### config.mk
export PLATFORM = sky130hd
export DESIGN_NAME = sdram_port_scheduler
export DESIGN_NICKNAME = d
export VERILOG_FILES = /design/src/rtl/sdram_sched_pkg.sv /design/src/rtl/sdram_rr_pick.sv /design/src/rtl/sdram_port_scheduler.sv
export SDC_FILE = /design/constraint.sdc
export NUM_CORES = 1
export LEC_CHECK = 0
export CAP_MARGIN = 20
export CORE_ASPECT_RATIO = 1.25
export CORE_UTILIZATION = 38
export DETAILED_ROUTE_END_ITERATION = 8
export PLACE_DENSITY = 0.81
export SETUP_SLACK_MARGIN = 0.05
export SYNTH_ARGS = -nofsm -noshare
export SYNTH_HDL_FRONTEND = slang
export SYNTH_SLANG_ARGS = --single-unit
### constraint.sdc
create_clock -name clk -period 2.1 [get_ports clk]
set_input_delay 0.21 -clock clk [delete_from_list [all_inputs] [get_ports clk]]
set_output_delay 0.21 -clock clk [all_outputs]
set_load 0.05 [all_outputs]
### src/rtl/sdram_sched_pkg.sv
// Shared types and helpers for the SDRAM port scheduler and its arbiter.
package sdram_sched_pkg;

    typedef enum logic {
        IDLE = 1'b0,
        BUSY = 1'b1
    } state_e;

    // Index width for a set of n ports (never zero).
    function automatic int idx_w(input int n);
        return (n > 1) ? $clog2(n) : 1;
    endfunction

    // Low bit of port's field inside a packed per-port address bus.
    function automatic int addr_lo(input int port, input int addr_w);
        return port * addr_w;
    endfunction

    // Low bit of port's field inside a packed per-port data bus.
    function automatic int data_lo(input int port, input int data_w);
        return port * data_w;
    endfunction

endpackage

### src/rtl/sdram_rr_pick.sv
// Round-robin picker: first eligible request at or above ptr_i, with wrap.
module sdram_rr_pick
    import sdram_sched_pkg::*;
#(
    parameter int N  = 3,
    parameter int IW = idx_w(N)
) (
    input  logic [N-1:0]  pending_i,
    input  logic [IW-1:0] ptr_i,
    input  logic [N-1:0]  exclude_i,
    output logic [IW-1:0] winner_o,
    output logic          valid_o
);

    // Scan from the farthest candidate down so the nearest one to ptr_i wins.
    always_comb begin
        logic [N-1:0]  eligible;
        logic [IW-1:0] idx;
        // NOTE: every output gets a default before any branch so no latch is inferred.
        winner_o = '0;
        valid_o  = 1'b0;
        eligible = pending_i & ~exclude_i;
        for (int k = N - 1; k >= 0; k--) begin
            idx = IW'((int'(ptr_i) + k) % N);
            if (eligible[idx]) begin
                winner_o = idx;
                valid_o  = 1'b1;
            end
        end
    end

endmodule

### src/rtl/sdram_port_scheduler.sv
// Shares one SDRAM channel between NUM_PORTS toggle-handshake host ports.
// Round-robin arbitration, optional priority for port 0 bounded by a streak limit.
module sdram_port_scheduler
    import sdram_sched_pkg::*;
#(
    parameter int NUM_PORTS  = 3,
    parameter int ADDR_W     = 22,
    parameter int DATA_W     = 16,
    parameter int PRIO0      = 1,
    parameter int MAX_STREAK = 4
) (
    input  logic                            clk,
    input  logic                            rst_n,
    input  logic [NUM_PORTS-1:0]            host_req,
    input  logic [NUM_PORTS-1:0]            host_we,
    input  logic [NUM_PORTS*ADDR_W-1:0]     host_address,
    input  logic [NUM_PORTS*DATA_W-1:0]     host_data_write,
    output logic [NUM_PORTS-1:0]            host_ack,
    output logic [NUM_PORTS*DATA_W-1:0]     host_data_read,
    output logic                            dev_req,
    output logic                            dev_we,
    output logic [ADDR_W-1:0]               dev_address,
    output logic [DATA_W-1:0]               dev_data_write,
    input  logic                            dev_ack,
    input  logic [DATA_W-1:0]               dev_data_read,
    output logic                            busy,
    output logic [$clog2(NUM_PORTS)-1:0]    grant
);

    localparam int IDX_W  = idx_w(NUM_PORTS);
    localparam int STRK_W = $clog2(MAX_STREAK + 1);

    state_e                        state_q, state_d;
    logic [NUM_PORTS-1:0]          ack_q, ack_d;
    logic [NUM_PORTS*DATA_W-1:0]   rdata_q, rdata_d;
    logic                          dev_req_q, dev_req_d;
    logic                          dev_we_q, dev_we_d;
    logic [ADDR_W-1:0]             dev_addr_q, dev_addr_d;
    logic [DATA_W-1:0]             dev_wdata_q, dev_wdata_d;
    logic [IDX_W-1:0]              grant_q, grant_d;
    logic [IDX_W-1:0]              rr_q, rr_d;
    logic [STRK_W-1:0]             streak_q, streak_d;
    logic                          contended_q, contended_d;

    logic [NUM_PORTS-1:0]          pending;
    logic                          others_pending;
    logic                          prio0_win;
    logic                          limiter_forced;
    logic [IDX_W-1:0]              pick_idx;
    logic                          pick_valid;
    logic [IDX_W-1:0]              winner;
    logic                          done;

    assign pending        = host_req ^ ack_q;
    assign others_pending = |pending[NUM_PORTS-1:1];
    assign prio0_win      = (PRIO0 != 0) && pending[0] &&
                            ((streak_q < STRK_W'(MAX_STREAK)) || !others_pending);
    assign limiter_forced = (PRIO0 != 0) && pending[0] && !prio0_win;
    assign winner         = prio0_win ? '0 : pick_idx;
    assign done           = (state_q == BUSY) && (dev_ack == dev_req_q);

    sdram_rr_pick #(
        .N  (NUM_PORTS),
        .IW (IDX_W)
    ) u_pick (
        .pending_i (pending),
        .ptr_i     (rr_q),
        .exclude_i ({{(NUM_PORTS-1){1'b0}}, limiter_forced}),
        .winner_o  (pick_idx),
        .valid_o   (pick_valid)
    );

    // Next-state: grant and latch a request in IDLE, retire it in BUSY on matching ack.
    always_comb begin
        state_d     = state_q;
        ack_d       = ack_q;
        rdata_d     = rdata_q;
        dev_req_d   = dev_req_q;
        dev_we_d    = dev_we_q;
        dev_addr_d  = dev_addr_q;
        dev_wdata_d = dev_wdata_q;
        grant_d     = grant_q;
        rr_d        = rr_q;
        streak_d    = streak_q;
        contended_d = contended_q;
        case (state_q)
            IDLE: begin
                if (prio0_win || pick_valid) begin
                    dev_we_d    = host_we[winner];
                    dev_addr_d  = host_address[addr_lo(int'(winner), ADDR_W) +: ADDR_W];
                    dev_wdata_d = host_data_write[data_lo(int'(winner), DATA_W) +: DATA_W];
                    dev_req_d   = ~dev_req_q;
                    grant_d     = winner;
                    contended_d = others_pending;
                    state_d     = BUSY;
                end
            end
            BUSY: begin
                if (done) begin
                    rdata_d[data_lo(int'(grant_q), DATA_W) +: DATA_W] = dev_data_read;
                    ack_d[grant_q] = ~ack_q[grant_q];
                    rr_d = (grant_q == IDX_W'(NUM_PORTS - 1)) ? '0 : grant_q + IDX_W'(1);
                    if (grant_q != '0) begin
                        streak_d = '0;
                    end else if (contended_q && (streak_q < STRK_W'(MAX_STREAK))) begin
                        streak_d = streak_q + STRK_W'(1);
                    end
                    state_d = IDLE;
                end
            end
            default: state_d = IDLE;
        endcase
    end

    // State and datapath registers.
    always_ff @(posedge clk or negedge rst_n) begin
        if (!rst_n) begin
            state_q     <= IDLE;
            ack_q       <= '0;
            // NOTE: the per-port read-data registers are reset too; hosts may see them before any read.
            rdata_q     <= '0;
            dev_req_q   <= 1'b0;
            dev_we_q    <= 1'b0;
            dev_addr_q  <= '0;
            dev_wdata_q <= '0;
            grant_q     <= '0;
            rr_q        <= '0;
            streak_q    <= '0;
            contended_q <= 1'b0;
        end else begin
            // NOTE: non-blocking assignments so every register samples pre-edge values.
            state_q     <= state_d;
            ack_q       <= ack_d;
            rdata_q     <= rdata_d;
            dev_req_q   <= dev_req_d;
            dev_we_q    <= dev_we_d;
            dev_addr_q  <= dev_addr_d;
            dev_wdata_q <= dev_wdata_d;
            grant_q     <= grant_d;
            rr_q        <= rr_d;
            streak_q    <= streak_d;
            contended_q <= contended_d;
        end
    end

    assign host_ack       = ack_q;
    assign host_data_read = rdata_q;
    assign dev_req        = dev_req_q;
    assign dev_we         = dev_we_q;
    assign dev_address    = dev_addr_q;
    assign dev_data_write = dev_wdata_q;
    assign busy           = (state_q == BUSY);
    assign grant          = grant_q;

    // The device must not answer while nothing is outstanding.
    a_no_idle_ack : assert property (@(posedge clk) disable iff (!rst_n)
        (state_q == IDLE) |-> (dev_ack == dev_req_q));

    // A host must not re-toggle its request until its ack has come back.
    for (genvar i = 0; i < NUM_PORTS; i++) begin : g_req_chk
        a_req_stable : assert property (@(posedge clk) disable iff (!rst_n)
            $past(pending[i] && !(done && (grant_q == IDX_W'(i)))) |->
            (host_req[i] == $past(host_req[i])));
    end

endmodule

### Word level (Yosys, flattened, before mapping)

Index checks and enable logic that the tools add are counted.

* add/subtract/negate cells: 5
* multipliers: 1
* div/mod/pow operators: 3
* $lt $le $gt $ge: 7
* equal/unequal tests: 2
* shift-type cells: 4
* multiplexer cells: 27
* bitwise logic cells: 6
* reduce and logical (&&, ||, !) cells: 15

Operator list (number)
* $shiftx A66 B8 Y22: 1
* $mod A32 B3 Y32 const B: 2
* $bwmux W48: 1
* $shift A16 B33 Y48 const A: 1
* $shiftx A16 B33 Y48: 1
* $shiftx A48 B7 Y16: 1
* $neg A6 Y33: 1
* $mod A3 B3 Y32 const B: 1
* $lt A2 B3 Y1 const B: 5
* $mux W1: 11
* $bmux W1 S2: 5
* $mux W2: 5
* $mul A2 B4 Y6 const B: 1
* $mux W3: 2
* $logic_and A1 B1 Y1: 5
* $reduce_and A2 Y1: 2
* $reduce_bool A2 Y1: 2
* $add A2 B1 Y3 const B: 1
* $add A2 B2 Y3 const B: 1
* $add A3 B1 Y3 const B: 1
* $and A3 B3 Y3: 1
* $bwmux W3: 1
* $lt A3 B3 Y1 const B: 1
* $not A1 Y1: 3
* other kinds (12): 14

* register bits: 100
* input bits: 139
* output and inout port bits: 94
* word-level logic and storage cells: 81

### Longest topological paths before layout

Gate-level depths: netlist of the first run.

* depth after elaboration: 17
* gate-level depth with buffers: 9

### Modules after synthesis

Synthesis of the first run repeated with hierarchy kept, for this count alone.

* cells, all modules: 667
* area total of the unflattened synthesis: 5694.2 µm²

Modules (own cells, without submodules)
* sdram_port_scheduler: times used 1, cells an instance 643, area each 5541.6 µm²
* sdram_rr_pick: times used 1, cells an instance 24, area each 152.6 µm²

### Least setup slack after synthesis of the first run

No wires, ideal clock.

* path kind: reg2reg
* start: register grant_q[0], in the netlist grant[0]
* end: register rdata_q[28], in the netlist host_data_read[28]
* library setup time: 0.083 ns
* arrival time: 2.341 ns
* slack: -0.324 ns
* cell stages (with the launch flop): 9
* path buffers: 3
* period minus slack after synthesis: 2.424 ns
* path through: dfrtp_1 > clkbuf_1 > inv_1 > ha_1 > clkbuf_1 > nor3b_1 > clkbuf_1 > nand2_1 > o21ai_0

* longest elaborated chain between the ends: 3

RTL lines
* from (decl): line sdram_port_scheduler.sv:40 `logic [IDX_W-1:0] grant_q, grant_d;`
* from (signal assigned): line sdram_port_scheduler.sv:139 `grant_q <= grant_d;`
* $neg A6 Y33 *: line sdram_port_scheduler.sv:100 `rdata_d[data_lo(int'(grant_q), DATA_W) +: DATA_W] = dev_data_read;`
* $shiftx A16 B33 Y48 / $shift A16 B33 Y48 (equally long branches): line sdram_port_scheduler.sv:100
* $bwmux W48 *: line sdram_port_scheduler.sv:100
* to (signal assigned): line sdram_port_scheduler.sv:134 `rdata_q <= rdata_d;`
* to (decl): line sdram_port_scheduler.sv:35 `logic [NUM_PORTS*DATA_W-1:0] rdata_q, rdata_d;`

Mark *: on every way between the ends. The rest lies on a longest branch, timed or not.
A chain may end at the register's enable or synchronous reset.

### Worst setup path in the final report of the first run

* start: register rr_q[0]
* end: register dev_wdata_q[8], in the netlist dev_data_write[8]

* longest elaborated chain between the ends: 9

RTL lines
* from (decl): line sdram_port_scheduler.sv:41 `logic [IDX_W-1:0] rr_q, rr_d;`
* from (signal assigned): line sdram_port_scheduler.sv:140 `rr_q <= rr_d;`
* $add A2 B2 Y3: line sdram_rr_pick.sv:24 `idx = IW'((int'(ptr_i) + k) % N);`
* $mod A32 B3 Y32: line sdram_rr_pick.sv:24
* $bmux W1 S2: line sdram_rr_pick.sv:25 `if (eligible[idx]) begin`
* $mux W1 (implied by the code): line sdram_rr_pick.sv:25
* $mux W2 / $mux W1 (equally long branches) (3 in a row): line sdram_rr_pick.sv:25
* $mux W2 / $logic_or A1 B1 Y1 (equally long branches): line sdram_port_scheduler.sv:59, sdram_port_scheduler.sv:88
* $shiftx A48 B7 Y16 / $reduce_and A2 Y1 (equally long branches)
* to (signal assigned): line sdram_port_scheduler.sv:138 `dev_wdata_q <= dev_wdata_d;`
* to (decl): line sdram_port_scheduler.sv:39 `logic [DATA_W-1:0] dev_wdata_q, dev_wdata_d;`

Parallel ways exist; a longest one is shown, timed or not. The select of a mux whose other input is x is not followed.

==> results of run 1 <==
## worst paths after layout
| check | end | slack, ns | cells past startpoint |
|---|---|---|---|
| worst max register to register | dev_data_write[8]$_DFFE_PN0P_ | -0.19 | 8 |
| max in group asynchronous | grant[0]$_DFFE_PN0P_ | 0.99 | 3 |
| worst min-delay path | dev_data_write[8]$_DFFE_PN0P_ | 0.38 | 2 |
| min in group clk | dev_data_write[15]$_DFFE_PN0P_ | 0.47 | 3 |
| worst max-delay path | dev_data_write[8]$_DFFE_PN0P_ | -0.19 | 8 |
| worst min register to register | host_data_read[14]$_DFFE_PN0P_ | 0.48 | 2 |
## power breakdown
group	internal (mW)	switching, mW	leakage (nW)
sequential	2.67	0.487	1.28
combinational	4.87	7.07	2.09
clock	1.08	0.721	0.162
## sequential cells by signal (all words and copies together) (netlist names)
name and cells:
dev_req 1, dev_we 1, streak_q 3, contended_q 1, rr_q 2, host_data_read 48, dev_data_write 16, host_ack 3
grant 2, dev_address 22, busy 1
## kinds of logic after synthesis
logic type,count (synthesis)
AND/OR/NAND/NOR,243
XOR/XNOR,6
AO/OA/AOI/OAI,148
adder cells (fa/ha/maj),10
flip-flops,100
buffers and inverters,49
multiplexers,5
## synthesized netlist by cell type (all sizes together)
library cell,count,area share (%)
dfrtp,100,50
xor2,2,0.50
a31oi,3,0.37
a211o,3,0.52
o22ai,1,0.12
o31ai,39,5.8
o221ai,1,0.17
inv,5,0.37
a22o,3,0.52
nor3,1,0.099
nand2,146,11
buf,12,1.4
a211oi,1,0.25
o21a,1,0.15
nor2,45,3.4
o21ai,54,5.4
clkbuf,32,2.4
o41ai,1,0.32
mux2,4,0.89
mux2i,1,0.20
xnor2,4,0.70
o2bb2ai,1,0.17
a221oi,39,6.8
a21oi,1,0.099
nand2b,4,0.50
nor2b,3,0.37
ha,10,2.5
nor3b,3,0.45
and2,41,5.1
## timing repair
action,CTS,global route
endpoints found under the setup margin,42,44
gates resized for setup,15,56
hold buffers,1,0
endpoints found under the hold margin,35,0
buffers inserted,4,5
gates cloned,2,7
pin swaps,2,25
## cell usage in the layout, fill, tap and decap left out, drive strengths merged
cell	Yosys	routed
dlygate4sd3	0	1
a221oi	39	39
o2bb2ai	1	1
nand2b	4	4
clkbuf	32	15
a211oi	1	1
ha	10	10
o41ai	1	1
inv	5	5
a21oi	1	1
clkinv	0	4
nor2b	3	3
a211o	3	3
dfrtp	100	100
nor3	1	1
o22ai	1	1
buf	12	39
o21a	1	1
xnor2	4	4
o21ai	54	54
clkdlybuf4s50	0	231
a31oi	3	3
nor3b	3	3
a22o	3	3
nand2	146	146
o221ai	1	1
xor2	2	2
nor2	45	45
mux2	4	4
and2	41	41
mux2i	1	1
bufinv	0	2
o31ai	39	39
## stage by stage
step | worst slack, ns | hold slack [ns] | setup TNS [ns]
after floorplan | 0.0442 | -0.0856 | 0
after global placement | -0.166 | 0.206 | -6.15
after detailed placement | -0.318 | 0.209 | -9.57
after CTS | -0.120 | 0.404 | -3.92
after global routing | -0.266 | 0.446 | -8.27
final | -0.192 | 0.380 | -5.20
## layer usage
layer,routed length (um),share of wire (%),global-route usage (%)
met3,1290,7.2,5.65
met5,0,0,0
met4,545,3.1,8.78
met2,9300,52,43.9
met1,6670,37,25.7
## layout make-up
type                    count  area, um^2
clock buffers              10         239
well taps                 168         210
multi-input cells         412        2820
repair buffers            276        2890
fillers                   923        4060
flip-flops and latches    100        2510
inverters                   5        18.8
clock inverters             6        87.6
## critical path, stage by stage (launching register included)
cell      delay [ns]
dfrtp_1         0.40
buf_6           0.13
ha_4            0.17
and2_1          0.16
a211o_1         0.27
a211o_4         0.43
buf_6           0.19
a221oi_2        0.31
o31ai_1         0.11
==> results.txt, run 1 <==
outcome: finished, violations left
failing checks: setup timing
share of cells above drive strength 1: 16.3%
row count: 46
DR vias: 5260
# diodes: 0
Design Power: 16.9 mW
grt ovf: 0
clk sinks: 100
nets: 953
Residual DRC: 0
pin count of the biggest net entering global routing: 69
max_slew headroom: 60.8%
flops & latches, synth: 100
Peak supply drop: 1210 uV
multiplexer share of the synthesized area: 1.09%
Fmax achieved: 436 MHz
die height: 131 um
Skew-Pair Late Insertion Delay: 0.34 ns
vias in the first global route: 5145
P_leak: 3.53 nW
Initial DRC Count: 277
fin cells: 977
Initial Util: 39.2%
Syn Inst Count: 561
average wire per cell in the routed design: 18.2 um
vias per cell: 5.38
clock skew: 0.00973 ns
Post-Syn Nets: 710
core area: 0.0128 mm^2
worst hold path class: input port to asynchronous set/reset pin
Placed Cells: 942
critical path arrival: 2.51 ns
RR Startpoint: rr_q[0]$_DFFE_PN0P_
CTS tree: built
Max Cap Viol: 0
Final ANT Viol Nets: 0
post-synthesis adder-cell area fraction: 2.48%
largest family of logic cells by synthesized area: simple AND/OR/NAND/NOR gates
yosys warns: 0
1st-pass router iterations: 5
Area after DPL: 0.00773 mm^2
IO buf count: 232
Final WS setup: -0.192 ns
Post-Synth Simple-Gate Area: 20.7%
Core Util, Final: 68.4%
Post-Route WL: 17.8 mm
Startpoint Class: register
Avg Synthesized Cell Area: 8.98 um^2
CTS Buffer Depth: 2
routability congestion estimate: 0.809
Min Clock Period, post-route: 2.29 ns
WS Path Type: register to register
Die Footprint: 0.0137 mm^2
cell area after layout: 0.00878 mm^2
Post-Synth XOR/XNOR Area: 1.19%
CTS H-Tree Depth: 3
Crit. End Element: register
Detailed Place HPWL: 11.5 mm
Die Wd: 105 um
Reg clk slew, reported paths: 0.07 ns
first-pass GRT wire length: 25.2 mm
Worst-Margin Slew: 0.586 ns
P per Cell Area: 1930 mW/mm^2
RSZ-0062 raised after global routing: yes
Root Driver: clkbuf_16
period utilization: 109%
max-slew violation count: 0
Setup-failing EPs final: 39
Ports: 233
Data required, critical path: 2.32 ns
Yosys cell types: 32
CTS Buf Count: 9
critical path fanouts, max: 8
Final Hold Viols: 0
P&R area growth vs syn: 74.2%
initial antenna violation count: 0
post-synthesis compound-gate area fraction: 20.7%
Critical Path Start: rr_q[0]$_DFFE_PN0P_
synthesized area: 0.00504 mm^2
GRT Overall Usage: 23.4%
Seq/Total Area, Yosys: 49.7%
Power figures use the tool's default switching activity.
==> run 2: changes to the inputs <==
- SLEW_MARGIN: default -> 10
==> results of run 2 <==
Same layout as run 1: the final DEF is identical, and so are final timing and power.
==> run 3: changes to the inputs <==
- CTS_CLUSTER_SIZE: default -> 25
==> results of run 3 <==
Same layout as run 1: the final DEF is identical, and so are final timing and power.
